<file path="config.mk">
export PLATFORM = sky130hd
export DESIGN_NAME = fifo_wr_ctrl
export DESIGN_NICKNAME = d
export VERILOG_FILES = /design/src/rtl/fifo_pkg.sv /design/src/rtl/fifo_gray_ctr.sv /design/src/rtl/fifo_wr_ctrl.sv
export SDC_FILE = /design/constraint.sdc
export NUM_CORES = 1
export LEC_CHECK = 0
export BUFFER_PORTS_ARGS = -buffer_cell sky130_fd_sc_hd__buf_2
export CAP_MARGIN = 20
export CORE_MARGIN = 5
export CORE_UTILIZATION = 41
export DETAILED_ROUTE_END_ITERATION = 8
export GPL_ROUTABILITY_DRIVEN = 0
export PLACE_DENSITY = 0.78
export SYNTH_ARGS = -nofsm -noshare
export SYNTH_HDL_FRONTEND = slang
export SYNTH_HIERARCHICAL = 1
export SYNTH_SLANG_ARGS = --single-unit
export TNS_END_PERCENT = 5
</file>
<file path="constraint.sdc">
create_clock -name clk -period 4.05 [get_ports clk]
set_input_delay 0.6075 -clock clk [delete_from_list [all_inputs] [get_ports clk]]
set_output_delay 0.6075 -clock clk [all_outputs]
set_load 0.01 [all_outputs]
</file>
<file path="src/rtl/fifo_pkg.sv">
// Shared types and pointer-code helpers for the async FIFO write/read controllers.
package fifo_pkg;

    typedef enum logic [1:0] {
        RUN   = 2'd0,
        DRAIN = 2'd1,
        DONE  = 2'd2
    } wr_state_e;

    // Converters work on a wide word; callers zero-extend a narrower pointer and
    // take back the low bits, which keeps one function usable for any width.
    localparam int CVT_W = 32;

    function automatic int depth_of(input int addr_w);
        return 1 << addr_w;
    endfunction

    function automatic logic [CVT_W-1:0] bin2gray(input logic [CVT_W-1:0] b);
        return b ^ (b >> 1);
    endfunction

    function automatic logic [CVT_W-1:0] gray2bin(input logic [CVT_W-1:0] g);
        logic [CVT_W-1:0] b;
        b[CVT_W-1] = g[CVT_W-1];
        for (int i = CVT_W - 2; i >= 0; i--) begin
            b[i] = b[i+1] ^ g[i];
        end
        return b;
    endfunction

endpackage

</file>
<file path="src/rtl/fifo_gray_ctr.sv">
// Binary + Gray pointer register with increment enable; shared by both FIFO sides.
module fifo_gray_ctr
    import fifo_pkg::*;
#(
    parameter int W = 5
) (
    input  logic         clk,
    input  logic         rst_n,
    input  logic         inc_i,
    output logic [W-1:0] bin_o,
    output logic [W-1:0] gray_o,
    output logic [W-1:0] bin_next_o,
    output logic [W-1:0] gray_next_o
);

    logic [W-1:0]       bin_q, gray_q;
    logic [W-1:0]       bin_d, gray_d;
    logic [CVT_W-1:0]   gray_wide;
    logic [CVT_W-W-1:0] unused_gray_hi;

    assign bin_d          = bin_q + {{(W-1){1'b0}}, inc_i};
    assign gray_wide      = bin2gray({{(CVT_W-W){1'b0}}, bin_d});
    assign gray_d         = gray_wide[W-1:0];
    assign unused_gray_hi = gray_wide[CVT_W-1:W];

    always_ff @(posedge clk or negedge rst_n) begin
        if (!rst_n) begin
            bin_q  <= '0;
            gray_q <= '0;
        end else begin
            bin_q  <= bin_d;
            gray_q <= gray_d;
        end
    end

    assign bin_o       = bin_q;
    assign gray_o      = gray_q;
    assign bin_next_o  = bin_d;
    assign gray_next_o = gray_d;

endmodule

</file>
<file path="src/rtl/fifo_wr_ctrl.sv">
// Async FIFO write-side controller: pointers, full/level flags, drain handshake.
// Optional macro FIFO_WR_LEVEL_EN builds wr_level/almost_full; otherwise both tie to 0.
module fifo_wr_ctrl
    import fifo_pkg::*;
#(
    parameter int ADDR_W       = 4,
    parameter int AFULL_THRESH = 12
) (
    input  logic              clk,
    input  logic              rst_n,
    input  logic              wr_req,
    input  logic              drain_req,
    input  logic [ADDR_W:0]   rptr_gray_sync,
    output logic              mem_we,
    output logic [ADDR_W-1:0] mem_waddr,
    output logic [ADDR_W:0]   wptr_gray,
    output logic              full,
    output logic              almost_full,
    output logic [ADDR_W:0]   wr_level,
    output logic              drain_done,
    output logic              overflow
);

    localparam int PTR_W = ADDR_W + 1;

    wr_state_e        state_q;
    logic             full_q, overflow_q, drain_done_q;
    logic             in_run;
    logic [PTR_W-1:0] wbin, wgray, wbin_next, wgray_next;
    logic [PTR_W-1:0] full_cmp;

    assign in_run = (state_q == RUN);
    assign mem_we = wr_req & ~full_q & in_run;

    fifo_gray_ctr #(.W(PTR_W)) u_wptr (
        .clk         (clk),
        .rst_n       (rst_n),
        .inc_i       (mem_we),
        .bin_o       (wbin),
        .gray_o      (wgray),
        .bin_next_o  (wbin_next),
        .gray_next_o (wgray_next)
    );

    // Full when the post-write pointer is exactly one lap ahead of the reader:
    // in Gray code that means the top two bits inverted, the rest equal.
    assign full_cmp = {~rptr_gray_sync[ADDR_W:ADDR_W-1], rptr_gray_sync[ADDR_W-2:0]};

    always_ff @(posedge clk or negedge rst_n) begin
        if (!rst_n) begin
            state_q      <= RUN;
            full_q       <= 1'b0;
            overflow_q   <= 1'b0;
            drain_done_q <= 1'b0;
        end else begin
            full_q       <= (wgray_next == full_cmp);
            drain_done_q <= 1'b0;
            if (wr_req && full_q && in_run) begin
                overflow_q <= 1'b1;
            end
            case (state_q)
                RUN: begin
                    if (drain_req) state_q <= DRAIN;
                end
                DRAIN: begin
                    if (rptr_gray_sync == wgray) begin
                        state_q      <= DONE;
                        drain_done_q <= 1'b1;
                    end
                end
                DONE:    state_q <= RUN;
                default: state_q <= RUN;
            endcase
        end
    end

`ifdef FIFO_WR_LEVEL_EN
    logic [CVT_W-1:0]       rbin_wide;
    logic [CVT_W-PTR_W-1:0] unused_rbin_hi;
    logic [PTR_W-1:0]       level_d, level_q;
    logic                   afull_d, afull_q;
    logic                   unused_wbin_msb;

    // Uses the post-write pointer against a stale read pointer, so the level
    // can only over-report occupancy.
    assign rbin_wide       = gray2bin({{(CVT_W-PTR_W){1'b0}}, rptr_gray_sync});
    assign unused_rbin_hi  = rbin_wide[CVT_W-1:PTR_W];
    assign level_d         = wbin_next - rbin_wide[PTR_W-1:0];
    assign afull_d         = ({{(CVT_W-PTR_W){1'b0}}, level_d} >= CVT_W'(AFULL_THRESH));
    assign unused_wbin_msb = wbin[ADDR_W];

    always_ff @(posedge clk or negedge rst_n) begin
        if (!rst_n) begin
            level_q <= '0;
            afull_q <= 1'b0;
        end else begin
            level_q <= level_d;
            afull_q <= afull_d;
        end
    end

    assign wr_level    = level_q;
    assign almost_full = afull_q;
`else
    logic unused_level_bits;

    assign unused_level_bits = ^{wbin[ADDR_W], wbin_next, (AFULL_THRESH != 0)};
    assign wr_level          = '0;
    assign almost_full       = 1'b0;
`endif

    assign mem_waddr  = wbin[ADDR_W-1:0];
    assign wptr_gray  = wgray;
    assign full       = full_q;
    assign overflow   = overflow_q;
    assign drain_done = drain_done_q;

endmodule

</file>
==> results of run 1 <==
[state kept, by name, indices dropped and copies added (netlist names)]
| signal | flops |
|---|---|
| u_wptr/gray_o | 4 |
| state_q | 2 |
| u_wptr/bin_o | 5 |
| drain_done | 1 |
| overflow | 1 |
| full | 1 |
[Yosys cell counts, types with 2 or more instances]
library cell and count:
nand2_1 3, xor2_1 9, xnor2_1 9, dfrtp_1 14
nand3_1 5, nor3_1 3, nor2_1 4, buf_4 8
ha_1 2
[final timing paths]
check / endpoint / slack (ns) / cells after the start / startpoint
setup / recovery: full$_DFF_PN0_ / 1.67 / 10 / state_q[1]$_DFFE_PN0P_
min in group clk: overflow$_DFFE_PN0P_ / 0.47 / 1 / overflow$_DFFE_PN0P_
hold reg to reg: overflow$_DFFE_PN0P_ / 0.47 / 1 / overflow$_DFFE_PN0P_
max in group asynchronous: u_wptr/bin_o[3]$_DFF_PN0_ / 3.60 / 1 / rst_n
hold / removal: state_q[0]$_DFFE_PN0P_ / 0.21 / 1 / rst_n
setup reg to reg: full$_DFF_PN0_ / 1.67 / 10 / state_q[1]$_DFFE_PN0P_
[through the flow]
step,instance area [um2],setup WS [ns]
global placement,796,1.65
global route,818,1.46
finish,818,1.67
CTS,818,1.64
floorplan,729,1.82
detailed placement,796,1.57
[where the power goes]
group | switching [uW] | internal (uW)
sequential | 39.9 | 187
clock | 40.8 | 34.4
combinational | 127 | 107
[per-layer routing]
layer | track usage | routed length, um | vias up
met2 | 0.161 | 599 | 20
met4 | 0.0524 | 17 | 0
met3 | 0.0430 | 107 | 2
met1 | 0.116 | 528 | 226
met5 | 0 | 0 | -
li1 | - | - | 239
[logic make-up (layout without fill, tap and decap cells)]
family                   Yosys count  count (layout)  synth area share
AO/OA/AOI/OAI                      4               4            0.0581
XOR/XNOR                          18              18             0.222
adder cells (fa/ha/maj)            2               2            0.0352
buffers and inverters              8              24            0.0845
flip-flops                        14              14             0.493
other                              1               6           0.00528
AND/OR/NAND/NOR                   16              16             0.102
[final cells by class]
cell class	instances	area, um2
timing repair buffer	21	105
sequential	14	350
fill	168	871
multi-input combinational	46	319
clock buffer	3	22.5
tap	17	21.3
==> reports/results.tsv, run 1 <==
metric	value	unit
Avg WL per Cell	12.4	um
DRT antenna net count	0	
delay-heaviest family, CP	XOR/XNOR gates	
CP Cell Sequence	nor2_1, nand2_1, nor2_1, ha_1, ha_1, xor2_1, xor2_1, xnor2_1, nand3_1, nor3_1	
Tot Pwr	537	uW
post-synth cell types	15	
Peak VDD IR	0.000316	V
Core Region	1690	um2
hold_ws	0.211	ns
largest net degree at the start of global routing	15	
leading cell type in the layout, fill and taps excluded	buf_2	
Worst setup EP type	register	
sequential share of the synthesized area	0.493	
pwr/cell area	656	nW/um2
IO Pins	28	
status	complete, no violations	
initial antenna violation count	0	
DRC viols	0	
Final Hold Violating Endpoints	0	
# hold bufs at CTS	0	
Initial Utilization	0.421	
required time worst endpoint	4.24	ns
Initial DRT Pass Iterations	3	
critical path class	register to register	
leak pwr	0.000438	uW
main flop type after synthesis	dfrtp_1	
Inserted Clock Buffers	3	
CTS-repair resized insts	0	
CTS tree	yes	
first-pass GRT wire length	1.89	mm
Total GRT Usage	0.102	
synthesis-stage register bit count	14	
Antenna Diode Count	0	
crit path max fanout	5	
CTS sink count	14	
Async SR Flop Fraction	1.00	
routed via count	487	
final setup fails	0	
Slew Limit Fails	0	
post-synth top area cell	dfrtp_1	
EDFF count, synth	0	
Setup TNS	0	ns
post-synthesis cell count	63	
commonest cells after routing, fill and taps aside	21 x buf_2, 14 x dfrtp_1, 9 x xnor2_1, 9 x xor2_1, 6 x conb_1	
Worst Path Arrival	2.57	ns
Fmax	0.420	GHz
synth warn	6	
CTS clk-pin slew, worst paths	0.08	ns
FP Rows	15	
via/cell ratio	4.82	
slowest stage cell on the critical path	dfrtp_1	
vias in the first global route	470	
worst hold path type	primary input to asynchronous set/reset pin	
Post-layout nets	97	
Yosys top cell area share	0.493	
CP bufs+invs	0	
Root Buffer	clkbuf_4	
RSZ-0062 raised after global routing	no	
final non-filler cell total	101	
min cycle time layout	2.38	ns
port bufs	21	
max-capacitance violation count	0	
grt ovf	0	
clk_lat worst skew	0.27	ns
share of layout cells above drive strength 1	0.310	
# placed instances	98	
CTS Buffer Depth	2	
die area	2670	um2
Clock Skew	0.00241	ns
area grow syn2layout	15.1	%
crit start category	register	
H-tree depth	1	
fin util	0.484	
Post-CTS Setup Bufs	0	
drt total wl	1.25	mm
Mean Syn Cell Area	11.3	um2
DR iter-0 viols	5	
die height	51.6	um
Mapped Area	711	um2
synth top area cells	dfrtp_1 49%, xnor2_1 11%, xor2_1 11%	
slowest stage delay, CP	0.41	ns
fin crit share	0.588	
Die X	51.6	um
No activity file was read; power rests on OpenSTA's default activity.
==> run 2, diff against run 1 <==
--- a/config.mk
+++ b/config.mk
@@ -5,13 +5,15 @@
 export SDC_FILE = /design/constraint.sdc
 export NUM_CORES = 1
 export LEC_CHECK = 0
+export ABC_AREA = 1
 export BUFFER_PORTS_ARGS = -buffer_cell sky130_fd_sc_hd__buf_2
 export CAP_MARGIN = 20
+export CORE_ASPECT_RATIO = 1.4
 export CORE_MARGIN = 5
 export CORE_UTILIZATION = 41
 export DETAILED_ROUTE_END_ITERATION = 8
 export GPL_ROUTABILITY_DRIVEN = 0
-export PLACE_DENSITY = 0.78
+export PLACE_DENSITY = 0.77
 export SYNTH_ARGS = -nofsm -noshare
 export SYNTH_HDL_FRONTEND = slang
 export SYNTH_HIERARCHICAL = 1
==> constraint.sdc (replaced) <==
create_clock -name clk -period 2.5 [get_ports clk]
set_input_delay 0.375 -clock clk [delete_from_list [all_inputs] [get_ports clk]]
set_output_delay 0.375 -clock clk [all_outputs]
set_load 0.01 [all_outputs]
==> run 2 against run 1 <==
  * Maximum frequency is 12% higher
  * Critical path depth stayed put
  * Count of clock-buffer cells in the layout stayed put
  * Combinational power is 130% higher
==> reports/results.tsv, run 2 <==
metric	value	unit
Antenna Diode Count	0	
Post-CTS Setup Bufs	0	
worst hold path type	primary input to register	
IO Pins	28	
max-capacitance violation count	0	
Total GRT Usage	0.116	
initial antenna violation count	0	
CP Cell Sequence	nor2_1, nand2_1, nor2_1, ha_1, ha_1, xnor2_1, xnor2_1, or2_2, nand3_1, nor2_1	
area share of fa/ha/maj cells after synthesis	0.0328	
XOR/XNOR share of the synthesized area	0.0918	
critical path class	register to register	
H-tree depth	1	
area grow syn2layout	15.9	%
crit start category	register	
Clock Skew	0.00234	ns
Inserted Clock Buffers	3	
Initial DRT Pass Iterations	4	
required time worst endpoint	2.67	ns
port bufs	21	
Stages on worst setup path	10	
synth top area cells	dfrtp_1 46%, nand2_1 13%, buf_4 7.9%	
Initial Utilization	0.429	
grt ovf	0	
fin crit share	0.846	
die area	2840	um2
main flop type after synthesis	dfrtp_1	
Root Buffer	clkbuf_4	
Avg WL per Cell	10.4	um
leak pwr	0.000526	uW
CP endpoint	full$_DFF_PN0_	
pwr/cell area	1200	nW/um2
CTS-repair resized insts	0	
Mean Syn Cell Area	8.21	um2
Slew Limit Fails	0	
hold_ws	0.308	ns
synthesis-stage register bit count	14	
largest family of logic cells by synthesized area	simple AND/OR/NAND/NOR gates	
CTS tree	yes	
# hold bufs at CTS	1	
largest net degree at the start of global routing	15	
Filler cells	178	
Final HPWL DP	1.11	mm
routed via count	607	
Fmax	0.473	GHz
Switch Pwr	454	uW
Mapped Area	763	um2
DRC viols	0	
synth warn	6	
CTS sink count	14	
max FFs per register	5	
post-synth top area cell	dfrtp_1	
Peak VDD IR	0.000599	V
FP Rows	18	
end of the worst register-to-register path	full$_DFF_PN0_	
Reg power frac	0.386	
EDFF count, synth	0	
CTS Buffer Depth	2	
RSZ-0062 raised after global routing	no	
delay-heaviest family, CP	simple AND/OR/NAND/NOR gates	
die height	61.1	um
DR iter-0 viols	10	
share of layout cells above drive strength 1	0.243	
critical path's most frequent cell	nor2_1	
Core Region	1780	um2
Setup TNS	0	ns
Clock power frac	0.113	
internal cell power	610	uW
leading cell type in the layout, fill and taps excluded	nand2_1	
vias in the first global route	584	
CP bufs+invs	0	
via/cell ratio	4.50	
first-pass GRT wire length	2.33	mm
Net Sw Frac	0.427	
min cycle time layout	2.12	ns
Hold Path Cell Cnt	3	
Tot Pwr	1060	uW
Async SR Flop Fraction	1.00	
Multi-input gate area	323	um2
Worst setup EP type	register	
final setup fails	0	
cell with the most instances after synthesis	nand2_1	
sequential share of the synthesized area	0.459	
post-synth cell types	15	
crit path max fanout	4	
Comb power frac	0.501	
status	complete, no violations	
Post-layout nets	128	
slowest stage cell on the critical path	dfrtp_1	
Die X	46.5	um
Worst Reg-to-Reg Cells	10	
Worst Path Arrival	2.28	ns
Simple-Gate Fraction of Synth Area	0.257	
CTS clk-pin slew, worst paths	0.08	ns
complex-gate fraction of the synthesized area	0.0115	
Final Hold Violating Endpoints	0	
register area	350	um2
slowest stage delay, CP	0.38	ns
r2r startpoint	state_q[1]$_DFFE_PN0P_	
commonest cells after routing, fill and taps aside	27 x nand2_1, 21 x buf_2, 14 x dfrtp_1	
post-synthesis cell count	93	
r2r setup slk	0.38	ns
Yosys top cell area share	0.459	
DRT antenna net count	0	
Worst Setup SP	state_q[1]$_DFFE_PN0P_	
drt total wl	1.40	mm
clk_lat worst skew	0.27	ns
mux contribution to synthesized area	0	
Synth top cells by count	27 x nand2_1, 14 x dfrtp_1, 13 x inv_1, 9 x nor2_1, 8 x buf_4	
run 2: worst register-to-register path: cells and delay by family (launching register included):
kind | cells | cell delay, ns
and+or+nand+nor | 6 | 0.83
adders and majority gates | 2 | 0.47
DFF | 1 | 0.38
xor gates and xnor gates | 2 | 0.35
run 2: per-stage QoR:
stage	cell area, um2	worst slack (ns)	utilization	std cells
finish	885	0.385	0.497	135
global route	885	0.0948	0.497	135
CTS	885	0.381	0.497	135
detailed placement	852	0.388	0.479	131
global placement	852	0.451	0.479	131
floorplan	782	0.461	-	98
run 2: layout make-up:
class / count / share of cell area
sequential: 14 / 0.396
timing repair buffer: 22 / 0.130
multi-input combinational: 63 / 0.365
inverter: 13 / 0.0552
tap: 20 / 0.0283
clock buffer: 3 / 0.0255
run 2: how the worst min path moves through the flow:
stage | slack [ns] | from | end
after floorplan | 0.08 | rst_n | drain_done$_DFF_PN0_
after global placement | 0.28 | rst_n | u_wptr/bin_o[3]$_DFF_PN0_
after detailed placement | 0.29 | rst_n | u_wptr/bin_o[3]$_DFF_PN0_
after CTS | 0.30 | drain_req | state_q[0]$_DFFE_PN0P_
after global routing | 0.32 | drain_req | state_q[0]$_DFFE_PN0P_
final | 0.31 | drain_req | state_q[0]$_DFFE_PN0P_
run 2: power by group through the flow:
stage	clock [uW]	sequential (uW)	combinational, uW
floorplan	0	439	367
finish	120	411	533
CTS	127	409	542
global route	141	422	611
detailed placement	0	413	537
global placement	0	408	525
run 2: layer usage:
metal  GRT usage  up-vias  part of all wire
met3      0.0205        2             0.060
met1       0.130      277              0.40
met2       0.197       14              0.53
met4      0.0732        0            0.0071
met5           0        -                 0
li1            -      314                 -
run 2: cell families (layout without fill, tap and decap cells):
kind of cell,Yosys count,in the layout
AOI/OAI and AO/OA,1,1
DFF,14,14
and+or+nand+nor,46,46
other,1,6
adders and majority gates,2,2
xor gates and xnor gates,8,8
buffers and inverters,21,38
==> run 3, diff against run 2 <==
--- a/config.mk
+++ b/config.mk
@@ -5,15 +5,14 @@
 export SDC_FILE = /design/constraint.sdc
 export NUM_CORES = 1
 export LEC_CHECK = 0
-export ABC_AREA = 1
+export ABC_AREA = 0
 export BUFFER_PORTS_ARGS = -buffer_cell sky130_fd_sc_hd__buf_2
 export CAP_MARGIN = 20
-export CORE_ASPECT_RATIO = 1.4
 export CORE_MARGIN = 5
 export CORE_UTILIZATION = 41
 export DETAILED_ROUTE_END_ITERATION = 8
 export GPL_ROUTABILITY_DRIVEN = 0
-export PLACE_DENSITY = 0.77
+export PLACE_DENSITY = 0.81
 export SYNTH_ARGS = -nofsm -noshare
 export SYNTH_HDL_FRONTEND = slang
 export SYNTH_HIERARCHICAL = 1
==> constraint.sdc (replaced) <==
create_clock -name clk -period 1.75 [get_ports clk]
set_input_delay 0.2625 -clock clk [delete_from_list [all_inputs] [get_ports clk]]
set_output_delay 0.2625 -clock clk [all_outputs]
set_load 0.01 [all_outputs]
==> run 3 against run 2 <==
  * The flow now finishes with violations (negative setup slack)
  * Setup slack lost 0.54 ns
  * Clock skew grew 0.0035 ns
  * Maximum frequency grew 11%
  * Power grew 39%
  * Register-to-register slack lost 0.54 ns
  * Design area grew 11%
  * Critical endpoint unchanged
==> reports/results.tsv, run 3 (synthesized netlist as in run 1, its figures left out) <==
metric	value	unit
register area	350	um2
clk_lat worst skew	0.27	ns
port bufs	21	
CTS clk-pin slew, worst paths	0.09	ns
crit start category	register	
Worst Path Arrival	2.10	ns
Root Buffer	clkbuf_4	
Final Hold Violating Endpoints	0	
IO Pins	28	
Avg WL per Cell	12.0	um
final setup margin	-0.157	ns
area grow syn2layout	37.9	%
required time worst endpoint	1.95	ns
max FFs per register	5	
Net Sw Frac	0.368	
Initial DRT Pass Iterations	3	
Fmax	0.524	GHz
DR iter-0 viols	4	
Peak VDD IR	0.000916	V
CTS Buffer Depth	2	
grt ovf	0	
Filler cells	152	
pwr/cell area	1510	nW/um2
Post-layout nets	108	
die height	51.6	um
share of layout cells above drive strength 1	0.479	
die area	2670	um2
largest net degree at the start of global routing	15	
Clock Skew	0.00587	ns
worst hold path type	primary input to register	
Antenna Diode Count	0	
Core Region	1690	um2
Slew Limit Fails	0	
Worst setup EP type	register	
DRT antenna net count	0	
status	finished with violations	
DRC viols	0	
Setup WS pre-CTS	-0.289	ns
Multi-input gate area	382	um2
Switch Pwr	543	uW
first-pass GRT wire length	2.20	mm
CTS tree	yes	
via/cell ratio	4.58	
Setup TNS	-0.157	ns
CTS sink count	14	
RSZ-0062 raised after global routing	yes	
Final HPWL DP	1.06	mm
leak pwr	0.000499	uW
final setup fails	1	
Clock power frac	0.156	
fin crit share	1.09	
failing checks	negative setup slack	
Die X	51.6	um
routed via count	518	
drt total wl	1.36	mm
commonest cells after routing, fill and taps aside	21 x buf_2, 14 x dfrtp_1, 10 x buf_4	
Reg power frac	0.362	
vias in the first global route	506	
leading cell type in the layout, fill and taps excluded	buf_2	
Comb power frac	0.483	
crit path max fanout	5	
Total GRT Usage	0.113	
H-tree depth	1	
Initial Utilization	0.421	
max-capacitance violation count	0	
FP Rows	15	
internal cell power	932	uW
critical path class	register to register	
min cycle time layout	1.91	ns
Inserted Clock Buffers	3	
initial antenna violation count	0	
-- run 3: final cells by class --
| type | instances | share of cell area |
|---|---|---|
| clock buffers | 4 | 0.0370 |
| multi-input cells | 46 | 0.390 |
| flip-flops and latches | 14 | 0.358 |
| well taps | 17 | 0.0217 |
| repair buffers | 32 | 0.194 |
-- run 3: per-layer routing --
layer  wire (um)  track usage  vias up
met3          48       0.0344        0
met1         586        0.132      245
met2         720        0.195       13
met4           0       0.0393        0
li1            -            -      260
met5           0            0        -
-- run 3: power groups by stage --
stage               Sequential (uW)  Clock (uW)  Combinational (uW)
floorplan                       584           0                 354
CTS                             536         238                 680
global route                    551         261                 781
global placement                529           0                 633
detailed placement              532           0                 647
finish                          534         230                 712
-- run 3: path summary, 6_finish.rpt --
check                                  startpoint                      to  slack [ns]  depth (start not counted)
max                        state_q[1]$_DFFE_PN0P_          full$_DFF_PN0_       -0.16                         11
min                                        wr_req    overflow$_DFFE_PN0P_        0.25                          2
min in group asynchronous                   rst_n    overflow$_DFFE_PN0P_        0.40                          2
min reg2reg                  overflow$_DFFE_PN0P_    overflow$_DFFE_PN0P_        0.47                          1
max reg2reg                state_q[1]$_DFFE_PN0P_          full$_DFF_PN0_       -0.16                         11
max in group asynchronous                   rst_n  state_q[0]$_DFFE_PN0P_        1.10                          2
-- run 3: metrics by stage --
stage | std cells | cell area, um2 | hold slack, ns | power (uW) | util
6_report | 113 | 980 | 0.254 | 1480 | 0.580
5_1_grt | 113 | 980 | 0.240 | 1590 | 0.580
4_1_cts | 111 | 952 | 0.242 | 1450 | 0.564
3_5_place_dp | 105 | 878 | 0.175 | 1180 | 0.520
3_3_place_gp | 105 | 878 | 0.168 | 1160 | 0.520
2_1_floorplan | 68 | 759 | -0.0331 | 938 | -
-- run 3: what timing repair did --
| item | CTS | global route |
|---|---|---|
| gates cloned | 0 | 0 |
| pin swaps | 2 | 2 |
| buffers inserted | 1 | 2 |
| resized for setup | 4 | 2 |
| hold endpoints to repair | 14 | 0 |
| hold buffers | 1 | 0 |
| setup endpoints to repair | 1 | 2 |
-- run 3: critical path: stages (launching register included) --
cell and delay, ns:
dfrtp_1 0.40, nor2_2 0.14, nand2_2 0.07, nor2_4 0.11, ha_4 0.17, ha_4 0.18
a21bo_1 0.13, a2bb2oi_2 0.06, xor2_1 0.19, xor2_1 0.16, nand3_1 0.10, nor3_2 0.11
